$ cat config.mk
export PLATFORM = sky130hd
export DESIGN_NAME = pb_conditioner
export DESIGN_NICKNAME = d
export VERILOG_FILES = /design/src/rtl/pb_pkg.sv /design/src/rtl/pb_channel.sv /design/src/rtl/pb_conditioner.sv
export SDC_FILE = /design/constraint.sdc
export NUM_CORES = 1
export LEC_CHECK = 0
export CORE_UTILIZATION = 63
export DETAILED_ROUTE_END_ITERATION = 16
export PLACE_DENSITY = 0.9
export SYNTH_ARGS = -nofsm -noshare
export SYNTH_HDL_FRONTEND = slang
export SYNTH_SLANG_ARGS = --single-unit
$ cat constraint.sdc
create_clock -name basys_clock -period 2.75 [get_ports basys_clock]
set_input_delay 0.6875 -clock basys_clock [delete_from_list [all_inputs] [get_ports basys_clock]]
set_output_delay 0.6875 -clock basys_clock [all_outputs]
set_load 0.005 [all_outputs]
$ cat src/rtl/pb_pkg.sv
// pb_pkg: shared constants and types for the pushbutton conditioner.
//   Button index map, channel count, per-channel repeat FSM state type,
//   and a small helper for sizing counters.
package pb_pkg;

  localparam int PB_UP     = 0;
  localparam int PB_DOWN   = 1;
  localparam int PB_LEFT   = 2;
  localparam int PB_RIGHT  = 3;
  localparam int PB_CENTER = 4;
  localparam int NUM_PB    = 5;

  typedef enum logic [1:0] {
    ST_IDLE   = 2'd0,
    ST_HELD   = 2'd1,
    ST_REPEAT = 2'd2
  } pb_state_t;

  // Bits needed to hold values 0..max_val inclusive (at least 1).
  function automatic int cnt_w(input int max_val);
    return (max_val < 1) ? 1 : $clog2(max_val + 1);
  endfunction

endpackage

$ cat src/rtl/pb_channel.sv
// pb_channel: one pushbutton channel.
//   2-flop synchronizer -> ms-tick debouncer -> edge pulses, plus the
//   optional auto-repeat FSM (compiled in with PB_AUTOREPEAT_EN).
// Ports:
//   i_clk, i_rst_n  clock / async active-low reset
//   i_tick          shared 1 ms strobe
//   i_raw           raw asynchronous button input
//   o_level         debounced level
//   o_press         one-cycle pulse on press or auto-repeat
//   o_release       one-cycle pulse on debounced release
module pb_channel
  import pb_pkg::*;
#(
  parameter int DEBOUNCE_MS = 20
`ifdef PB_AUTOREPEAT_EN
  ,
  parameter int   REPEAT_DELAY_MS = 400,
  parameter int   REPEAT_RATE_MS  = 100,
  parameter logic REPEAT_EN       = 1'b1
`endif
) (
  input  logic i_clk,
  input  logic i_rst_n,
  input  logic i_tick,
  input  logic i_raw,
  output logic o_level,
  output logic o_press,
  output logic o_release
);

  localparam int DW = cnt_w(DEBOUNCE_MS);

  logic          r_s1, r_s2;
  logic          r_level, r_level_d;
  logic          r_press, r_release;
  logic [DW-1:0] r_cnt;
  logic          w_rise, w_fall;

  assign w_rise = r_level & ~r_level_d;
  assign w_fall = ~r_level & r_level_d;

  // Synchronizer, debounce counter and level/edge registers.
  // The count only advances on ticks while the input disagrees with the
  // current level; any agreeing cycle restarts the stability window.
  always_ff @(posedge i_clk or negedge i_rst_n) begin
    if (!i_rst_n) begin
      r_s1      <= 1'b0;
      r_s2      <= 1'b0;
      r_level   <= 1'b0;
      r_level_d <= 1'b0;
      r_release <= 1'b0;
      r_cnt     <= '0;
    end else begin
      r_s1      <= i_raw;
      r_s2      <= r_s1;
      r_level_d <= r_level;
      r_release <= w_fall;
      if (r_s2 == r_level) begin
        r_cnt <= '0;
      end else if (i_tick) begin
        if (r_cnt == DW'(DEBOUNCE_MS - 1)) begin
          r_level <= ~r_level;
          r_cnt   <= '0;
        end else begin
          r_cnt <= r_cnt + DW'(1);
        end
      end
    end
  end

`ifdef PB_AUTOREPEAT_EN
  localparam int RMAX = (REPEAT_DELAY_MS > REPEAT_RATE_MS) ? REPEAT_DELAY_MS : REPEAT_RATE_MS;
  localparam int RW   = cnt_w(RMAX);

  pb_state_t     r_state;
  logic [RW-1:0] r_rcnt;
  logic          r_rep;

  // Repeat FSM. r_rep is a one-cycle request that is turned into a press
  // pulse one cycle later, which lines repeat pulses up with the edge
  // pulse timing (both land one cycle after the tick that caused them).
  always_ff @(posedge i_clk or negedge i_rst_n) begin
    if (!i_rst_n) begin
      r_state <= ST_IDLE;
      r_rcnt  <= '0;
      r_rep   <= 1'b0;
    end else begin
      r_rep <= 1'b0;
      if (!r_level) begin
        r_state <= ST_IDLE;
        r_rcnt  <= '0;
      end else begin
        case (r_state)
          ST_IDLE: if (w_rise) begin
            r_state <= ST_HELD;
            r_rcnt  <= '0;
          end
          ST_HELD: if (REPEAT_EN && i_tick) begin
            if (r_rcnt == RW'(REPEAT_DELAY_MS - 1)) begin
              r_state <= ST_REPEAT;
              r_rcnt  <= '0;
              r_rep   <= 1'b1;
            end else begin
              r_rcnt <= r_rcnt + RW'(1);
            end
          end
          ST_REPEAT: if (i_tick) begin
            if (r_rcnt == RW'(REPEAT_RATE_MS - 1)) begin
              r_rcnt <= '0;
              r_rep  <= 1'b1;
            end else begin
              r_rcnt <= r_rcnt + RW'(1);
            end
          end
          default: r_state <= ST_IDLE;
        endcase
      end
    end
  end

  // A repeat requested on the same tick that drops the level is
  // suppressed, so repeat and release never coincide.
  always_ff @(posedge i_clk or negedge i_rst_n) begin
    if (!i_rst_n) r_press <= 1'b0;
    else          r_press <= w_rise | (r_rep & r_level);
  end
`else
  always_ff @(posedge i_clk or negedge i_rst_n) begin
    if (!i_rst_n) r_press <= 1'b0;
    else          r_press <= w_rise;
  end
`endif

  assign o_level   = r_level;
  assign o_press   = r_press;
  assign o_release = r_release;

endmodule

$ cat src/rtl/pb_conditioner.sv
// pb_conditioner: five-button debouncer with press/release pulses and
// optional auto-repeat on the directional buttons.
//   Build option: define PB_AUTOREPEAT_EN to enable HELD/REPEAT behaviour;
//   without it each debounced rise yields exactly one press pulse.
// Ports:
//   basys_clock  system clock (rising edge)
//   reset_n      async active-low reset
//   pb_raw[4:0]  raw buttons: 0 up, 1 down, 2 left, 3 right, 4 center
//   pb_level     debounced levels
//   pb_press     one-cycle press / auto-repeat pulses
//   pb_release   one-cycle release pulses
module pb_conditioner
  import pb_pkg::*;
#(
  parameter int                CLK_HZ          = 100_000_000,
  parameter int                DEBOUNCE_MS     = 20,
  parameter int                REPEAT_DELAY_MS = 400,
  parameter int                REPEAT_RATE_MS  = 100,
  parameter logic [NUM_PB-1:0] REPEAT_MASK     = 5'b01111
) (
  input  logic              basys_clock,
  input  logic              reset_n,
  input  logic [NUM_PB-1:0] pb_raw,
  output logic [NUM_PB-1:0] pb_level,
  output logic [NUM_PB-1:0] pb_press,
  output logic [NUM_PB-1:0] pb_release
);

  localparam int PRE_MAX = CLK_HZ / 1000 - 1;
  localparam int PW      = cnt_w(PRE_MAX);

  logic [PW-1:0] r_pre;
  logic          w_tick;

  // Shared 1 ms prescaler; tick is high on the wrap cycle.
  assign w_tick = (r_pre == PW'(PRE_MAX));

  always_ff @(posedge basys_clock or negedge reset_n) begin
    if (!reset_n)    r_pre <= '0;
    else if (w_tick) r_pre <= '0;
    else             r_pre <= r_pre + PW'(1);
  end

`ifndef PB_AUTOREPEAT_EN
  // Repeat settings have no effect in this build.
  logic w_unused_cfg;
  assign w_unused_cfg = ^{REPEAT_MASK, 32'(REPEAT_DELAY_MS), 32'(REPEAT_RATE_MS)};
`endif

  for (genvar g = 0; g < NUM_PB; g++) begin : g_ch
    pb_channel #(
      .DEBOUNCE_MS     (DEBOUNCE_MS)
`ifdef PB_AUTOREPEAT_EN
      ,
      .REPEAT_DELAY_MS (REPEAT_DELAY_MS),
      .REPEAT_RATE_MS  (REPEAT_RATE_MS),
      .REPEAT_EN       (REPEAT_MASK[g])
`endif
    ) u_ch (
      .i_clk     (basys_clock),
      .i_rst_n   (reset_n),
      .i_tick    (w_tick),
      .i_raw     (pb_raw[g]),
      .o_level   (pb_level[g]),
      .o_press   (pb_press[g]),
      .o_release (pb_release[g])
    );
  end

endmodule

After elaboration in Yosys (flattened, before gate mapping)
Cells that the tools add are included.
{ "word_totals": {"reg_bits": 72, "in_bits": 7, "output_inout_bits": 15, "elab_cells": 104} }
{ "op_classes": {"add_sub_neg": 6, "n_eq_ne": 11, "n_mux": 16, "bitwise": 25, "reduce_logical": 10} }
{ "ops": {"columns": ["cell", "n"], "rows": [
  ["$mux W5", 15],
  ["$add A5 B1 Y5 const B", 5],
  ["$eq A5 B5 Y1 const B", 5],
  ["$add A17 B1 Y17 const B", 1],
  ["$eq A17 B17 Y1 const B", 1],
  ["$mux W17", 1],
  ["$not A1 Y1", 15],
  ["$reduce_and A3 Y1", 5],
  ["$and A1 B1 Y1", 10],
  ["$reduce_bool A2 Y1", 5],
  ["$eq A1 B1 Y1", 5]
]} }

Depth between registers and ports, before layout
{ "logic_depth": {"word_depth": 4, "depth_mapped": 8, "depth_no_buf": 5} }

Hierarchy
A second synthesis with hierarchy kept.
{ "unflattened": {"cells_unflattened": 254, "area_unflattened_um2": 3070.4} }
{ "by_module_without_submodules": {"columns": ["mod", "n_inst", "cells_each", "area_per_inst_um2", "seq_area_each_um2"], "rows": [
  ["pb_channel", 5, 36, 455.4, 275.3],
  ["pb_conditioner", 1, 74, 793.3, 425.4]
]} }

Worst setup path before layout
Ideal clock, no wire load.
{ "synth_timing": {"path_kind": "flip-flop to flip-flop", "from": "register r_pre[0]", "to": "register g_ch[0].u_ch.r_cnt[2]", "setup_ns": 0.078, "arrival_ns": 1.760, "t_required_ns": 2.672, "path_slack_ns": 0.912, "path_stages_with_launch": 8, "n_path_buf": 2, "period_less_slack_ns": 1.838, "path_cell_list": "dfrtp_1 > ha_1 > and4_1 > buf_4 > nand4b_4 > buf_6 > or4_1 > a21oi_1"} }
{ "synth_between": {"elab_chain_cells": 2} }
{ "synth_rtl": {"columns": ["item", "line_no", "rtl"], "rows": [
  ["start, declared", "pb_conditioner.sv:32", "logic [PW-1:0] r_pre;"],
  ["start signal, assigned", "pb_conditioner.sv:41", "else r_pre <= r_pre + PW'(1);"],
  ["$eq A17 B17 Y1", "pb_conditioner.sv:36", "assign w_tick = (r_pre == PW'(PRE_MAX));"],
  ["$reduce_bool A2 Y1 (no line)", null, null],
  ["end signal, assigned", "pb_channel.sv:65", "r_cnt <= r_cnt + DW'(1);"],
  ["end, declared", "pb_channel.sv:36", "logic [DW-1:0] r_cnt;"]
]} }
No other way between the ends.
A chain may end at the register's enable or synchronous reset.

Final worst setup path
{ "layout_timing": {"from": "register r_pre[0]", "to": "register g_ch[4].u_ch.r_cnt[4]"} }
{ "layout_between": {"elab_chain_cells": 2} }
{ "layout_rtl": {"columns": ["item", "line_no"], "rows": [
  ["$eq A17 B17 Y1", "pb_conditioner.sv:36"],
  ["$reduce_bool A2 Y1 (no line)", null],
  ["end signal, assigned", "pb_channel.sv:65"],
  ["end, declared", "pb_channel.sv:36"]
]} }
No other way between the ends.

==> results_dict.tcl <==
set metrics [dict create \
    power_frac_seq 0.529 \
    rrSetupSlack_ns 0.42 \
    outcome "finished clean" \
    timing.rr.start "r_pre[0]$_DFF_PN0_" \
    power.switching_uw 388 \
    path_buf_inv 0 \
    synthCells 297 \
    routabilityCongestion 0.816 \
    chipWidth_um 73.6 \
    fin_area_sq_mm 0.00361 \
    drcViolationCount 0 \
    placed_area_sq_mm 0.00339 \
    yosys.area.top_type "dfrtp_1" \
    yosys-top-cells-area "dfrtp_1 (56%), buf_4 (3.7%), nand2_1 (3.7%)" \
    finalMaxSlewViolations 0 \
    hold_viol_final 0 \
    drv_cap 0 \
    syn_nets 310 \
    synth_edf_count 0 \
    syn_area_per_cell_sq_um 10.9 \
    wl_met2_um 2800 \
    start_util 0.670 \
    cts_buffers 9 \
    fin_nets 322 \
    critical_path_arrival_ns 2.59 \
    clkSlewWorstSetupHoldPaths_ns 0.07 \
    min_to "g_ch[2].u_ch.r_s2$_DFF_PN0_" \
    clock_sinks 72 \
    antenna_found_initial 0 \
    overflow 0 \
    critPathSlowestCell "or4_1" \
    layout_commonest_cell "dfrtp_1" \
    hp-start "g_ch[2].u_ch.r_s1$_DFF_PN0_" \
    wl_met3_um 196 \
    n_antenna_cell 0 \
    critical-path-top-delay-family "simple AND/OR/NAND/NOR gates" \
    grt_pass1_wl_um 8780 \
    cts-root-buf "clkbuf_8" \
    routedWlPerCell_um 14.1 \
    synth.top_cell.area_share 0.558 \
    timing.rr.end "g_ch[4].u_ch.r_cnt[4]$_DFFE_PN0P_" \
    worst_setup_path_start_kind "flop" \
    io_buffers 21 \
    insertion_delay_ns 0.34 \
    p_int_uw 1630 \
    p_leak_uw 0.00159 \
    areaGrowthSynthToFinish_pct 11.9 \
    placedCellCount 365 \
    yosys_warnings 0 \
    pwr-share-comb 0.019 \
    critPathMaxFanout 46 \
    cts_resized 0 \
    num_vias 2174 \
    core_area_sq_mm 0.00482 \
    postCtsSetupBuffers 0 \
    stdcell_count 380 \
    wl_met1_um 2300 \
    cts_buffer_depth 2 \
    hpwl_um 3490 \
    p_clk_frac 0.451 \
    finalSetupViolCount 0 \
    htreeDepth 3 \
    skew_ns 0.00733 \
    ant_nets 0 \
    die_area_sq_mm 0.00542 \
    synthArstFlopShare 1.00 \
    synthDistinctLibCells 35 \
    finalCritPeriodShare 0.849 \
    reg2reg_depth 5 \
    fin_tns_setup_ns 0 \
    synth_seq_cells 72 \
    min_period_ns 2.33 \
    via_per_inst 5.72 \
    die_height_um 73.6 \
    vdd_ir_drop_max_mv 0.584 \
    ios 22 \
    clock.fmax_mhz 428 \
    rows 25 \
    critPathRequiredTime_ns 3.01 \
    track_usage 0.222 \
    drt_iter0_markers 133 \
    mostFrequentLayoutCells "dfrtp_1 (72), nand2_1 (32), a21oi_1 (21)" \
    switching_share 0.192 \
    hold_path_class "reg2reg" \
    crit_chain "ha_1, and4_1, nand4b_4, or4_1, a31oi_1" \
    synth-main-ff-cell "dfrtp_1" \
    end_kind "flop" \
    syn_area_sq_mm 0.00323 \
    slew_headroom 0.656 \
    grt_max_degree 73 \
    totalWireLength_um 5370 \
    worst-setup-path-type "reg2reg" \
    grt_pass1_vias 1983 \
    worst_pin_slew_ns 0.515 \
    cts-hold-fix-buffers 0 \
    ys_seq_area_frac 0.558 \
    power_density_mw_per_mm2 559 \
    max_stage_delay_ns 0.63 \
    drtPass1Iterations 4 \
    hold_depth 0 \
    layout-drive-gt1-share 0.0863 \
    rsz0062_at_grt "no" \
    cts_tree "done" \
    highest_layer "met4" \
]
-- worst max path at each step --
stage / start / end / cells past startpoint
after floorplan: r_pre[0]$_DFF_PN0_ / g_ch[0].u_ch.r_cnt[2]$_DFFE_PN0P_ / 7
after global placement: r_pre[0]$_DFF_PN0_ / g_ch[1].u_ch.r_cnt[4]$_DFFE_PN0P_ / 5
after detailed placement: r_pre[0]$_DFF_PN0_ / g_ch[0].u_ch.r_cnt[4]$_DFFE_PN0P_ / 5
after CTS: r_pre[0]$_DFF_PN0_ / g_ch[4].u_ch.r_cnt[4]$_DFFE_PN0P_ / 5
after global routing: r_pre[0]$_DFF_PN0_ / g_ch[4].u_ch.r_cnt[4]$_DFFE_PN0P_ / 5
final: r_pre[0]$_DFF_PN0_ / g_ch[4].u_ch.r_cnt[4]$_DFFE_PN0P_ / 5
-- worst reg2reg max path, cell delays in order, from the launching register on --
cell and delay (ns):
dfrtp_1 0.40, ha_1 0.25, and4_1 0.34, nand4b_4 0.46, or4_1 0.64, a31oi_1 0.18
-- sequential cells by signal, summed over array words and instances (netlist names) --
register             count
g_ch.u_ch.r_cnt         25
r_pre                   17
g_ch.u_ch.r_level_d      5
g_ch.u_ch.r_s2           5
g_ch.u_ch.r_s1           5
g_ch.u_ch.o_release      5
g_ch.u_ch.o_level        5
g_ch.u_ch.o_press        5
-- power by group through the flow --
stage / clock, uW / sequential [uW] / combinational, uW
after detailed placement: 0 / 1090 / 40.3
after global routing: 968 / 1070 / 44.6
final: 912 / 1070 / 38.7
after global placement: 0 / 1090 / 40.0
after floorplan: 0 / 1090 / 6.74
after CTS: 926 / 1070 / 40.3
-- layout make-up --
| cell class | instances | area (sq um) |
|---|---|---|
| flip-flops and latches | 72 | 1800 |
| repair buffers | 24 | 240 |
| well taps | 67 | 83.8 |
| fillers | 341 | 1200 |
| clock inverters | 3 | 65.1 |
| inverters | 6 | 22.5 |
| multi-input cells | 196 | 1250 |
| clock buffers | 12 | 155 |
-- through the flow --
| stage | power (uW) | util | hold slack, ns | worst slack, ns |
|---|---|---|---|---|
| finish | 2020 | 0.750 | 0.346 | 0.416 |
| global route | 2080 | 0.750 | 0.356 | 0.239 |
| CTS | 2040 | 0.750 | 0.350 | 0.398 |
| detailed placement | 1130 | 0.705 | 0.336 | 0.410 |
| global placement | 1130 | 0.705 | 0.332 | 0.557 |
| floorplan | 1100 | - | 0.331 | 0.912 |
-- Yosys cell counts (2+ instances only) --
master    number
o311ai_0       2
nor2_1        11
or4_1          8
nand3_1       12
xor2_1         9
a31oi_1        4
nand4_1        7
clkbuf_1       2
o21ai_0       18
mux2_2         6
nand2_1       32
ha_1           6
or3_1         10
nor3_1         5
a21oi_1       21
buf_4         16
dfrtp_1       72
nor2b_1       19
buf_2          4
xnor2_1       10
and4_1         4
inv_1          6
-- per-layer routing --
layer / GRT usage / up-vias
met4: 0.0833 / 0
met5: 0 / -
li1: - / 1047
met2: 0.377 / 36
met3: 0.0672 / 8
met1: 0.265 / 1083
-- kinds of logic after synthesis --
family,after synthesis,share of synthesized area
and+or+nand+nor,118,0.212
muxes,6,0.0209
DFF,72,0.558
adders and majority gates,6,0.0232
xor gates and xnor gates,19,0.0515
AOI/OAI and AO/OA,47,0.0783
buffers and inverters,29,0.0562
Power figures use the tool's default switching activity.
==> edit (config.mk and constraints unchanged) <==
The parameter `CLK_HZ` goes from 100_000_000 to 200_000_000.
--- a/src/rtl/pb_conditioner.sv
+++ b/src/rtl/pb_conditioner.sv
@@ -12,7 +12,7 @@
 module pb_conditioner
   import pb_pkg::*;
 #(
-  parameter int                CLK_HZ          = 100_000_000,
+  parameter int                CLK_HZ          = 200_000_000,
   parameter int                DEBOUNCE_MS     = 20,
   parameter int                REPEAT_DELAY_MS = 400,
   parameter int                REPEAT_RATE_MS  = 100,
Check against the original RTL: no difference found for any inputs over 10 cycles, from zero or initial values and one cycle with reset_n low; that may be too few to reach the edited logic, so the function may still have changed.
==> edit against the unedited design <==
- worst setup slack got worse by 0.17 ns
- synthesized area grew 5.9%
- sequential cell count grew 1
- total power increased by 1.2%
- fmax is 6.7% lower
- count of clock-buffer cells in the layout is 2 lower
- wire length up 13%
- critical path type unchanged
- design area rose by 5.7%
- global-route usage increased by 2.2 points
==> edit: results (changes against the unedited design) <==
maximum vdd drop 425 uV (was 584 uV); mean routed wirelength per cell 14.9 um (was 14.1 um); net count reported at finish 346 (was 322); post-detail-place hpwl 3970 um (was 3490 um); largest net degree at the start of global routing 74 (was 73); skew final 0.00910 ns (was 0.00733 ns); Total GRT Usage 24.3% (was 22.2%); vias in the first global route 2370 (was 1983); post-cts resize count 0 (unchanged); Fillers 342 (was 341); clk_lat worst skew between 0.3 and 0.4 ns; outcome complete, no violations (unchanged); ys async rst share 100% (unchanged); Routability Congestion 0.845 (was 0.816); Largest regs g_ch.u_ch.r_cnt: 25 flops, r_pre: 18 flops (was g_ch.u_ch.r_cnt: 25 flops, r_pre: 17 flops); root buf cell clkbuf_8 (unchanged); drt first-iter violations 246 (was 133); Yosys top cell area share 53.4% (was 55.8%); syn_nets 335 (was 310); synth cell count leaders 73 x dfrtp_1, 22 x nand3_1, 20 x a21oi_1 (was 72 x dfrtp_1, 32 x nand2_1, 21 x a21oi_1); Synth cell types 37 (was 35); pre-CTS WS 0.296 ns (was 0.410 ns); first-pass GRT wire length 10100 um (was 8780 um); Int Pwr 1.62 mW (was 1.63 mW); critical path peak fanout 37 (was 46); Clk pin slew, worst setup/hold paths 0.08 ns; via count 2496 (was 2174); Clock Tree Buf Depth 2 (unchanged); share of layout cells above drive strength 1 10.7% (was 8.63%); Worst Path Arrival 2.77 ns (was 2.59 ns); Ant. Diodes 0 (unchanged); Detail Route Antenna Nets 0 (unchanged); H-Tree Depth 3 (unchanged); post-CTS setup buffers 0 (unchanged); slew margin rel. 56.2% (was 65.6%); Seq/Total Area, Yosys 53.4% (was 55.8%); initial antenna violation count 0 (unchanged); Hold WC Path Type in2async (was reg2reg); Ys Warns 0 (unchanged); # port buffers 21 (unchanged); leakage power 1.67 nW (was 1.59 nW); drt pass-1 iters 5 (was 4); cts bufs inserted 9 (unchanged); Synth area leaders dfrtp_1 53%, buf_4 3.3%, nand3_1 3.2%, nor2b_1 3.1%, mux2_2 3.0% (was dfrtp_1 56%, buf_4 3.7%, nand2_1 3.7%, nor2b_1 3.7%, a21oi_1 3.3%)
-- edit: per-layer routing --
layer  vias to the layer above  global-route usage [%]  wire length [um]
met5                         -                       0                 0
met4                         0                    13.2               141
met3                        16                    7.41               279
met2                        66                    39.8              3100
met1                      1237                    29.1              2540
li1                       1177                       -                 -
-- edit: worst paths after layout --
path / from / end / slack (ns) / depth (start not counted)
worst max-delay path: r_pre[14]$_DFF_PN0_ / g_ch[1].u_ch.r_cnt[2]$_DFFE_PN0P_ / 0.25 / 4
max in group asynchronous: reset_n / g_ch[1].u_ch.r_level_d$_DFF_PN0_ / 2.10 / 2
min in group basys_clock: g_ch[3].u_ch.r_s1$_DFF_PN0_ / g_ch[3].u_ch.r_s2$_DFF_PN0_ / 0.35 / 0
worst min-delay path: reset_n / g_ch[4].u_ch.o_press$_DFF_PN0_ / 0.35 / 2
worst max register to register: r_pre[14]$_DFF_PN0_ / g_ch[1].u_ch.r_cnt[2]$_DFFE_PN0P_ / 0.25 / 4
worst min register to register: g_ch[3].u_ch.r_s1$_DFF_PN0_ / g_ch[3].u_ch.r_s2$_DFF_PN0_ / 0.35 / 0
-- edit: kinds of logic after synthesis --
kind of cell / count (synthesis) / share of synthesized area, %
and+or+nand+nor: 131 / 22.2
DFF: 73 / 53.4
AOI/OAI and AO/OA: 54 / 9.22
buffers and inverters: 32 / 5.63
xor gates and xnor gates: 16 / 4.10
muxes: 10 / 3.26
adders and majority gates: 6 / 2.19
-- edit: final cells by class --
class,instances,share of cell area (%)
inverter,5,0.491
sequential,73,47.8
clock inverter,5,2.10
tap,70,2.29
multi-input combinational,217,36.8
clock buffer,10,3.60
timing repair buffer,27,6.88
-- edit: worst max-delay path, stage by stage, from the launching register on --
cell	delay, ns
dfrtp_1	0.42
or4_4	0.55
or4_4	0.71
or4_1	0.57
a21oi_1	0.17
-- edit: through the flow --
stage | instances | area (sq um) | power, mW | utilization [%] | hold slack (ns)
2_1_floorplan | 322 | 3420 | 1.11 | - | 0.331
3_3_place_gp | 392 | 3600 | 1.15 | 69.7 | 0.333
3_5_place_dp | 392 | 3600 | 1.15 | 69.7 | 0.337
4_1_cts | 407 | 3820 | 2.06 | 73.9 | 0.353
5_1_grt | 407 | 3820 | 2.11 | 73.9 | 0.356
6_report | 407 | 3820 | 2.05 | 73.9 | 0.345
-- edit: power groups by stage --
stage	combinational, mW	sequential, mW	clock, mW
after floorplan	0.0106	1.10	0
after global placement	0.0447	1.10	0
after detailed placement	0.0460	1.11	0
after CTS	0.0459	1.08	0.934
after global routing	0.0510	1.08	0.973
final	0.0445	1.08	0.917
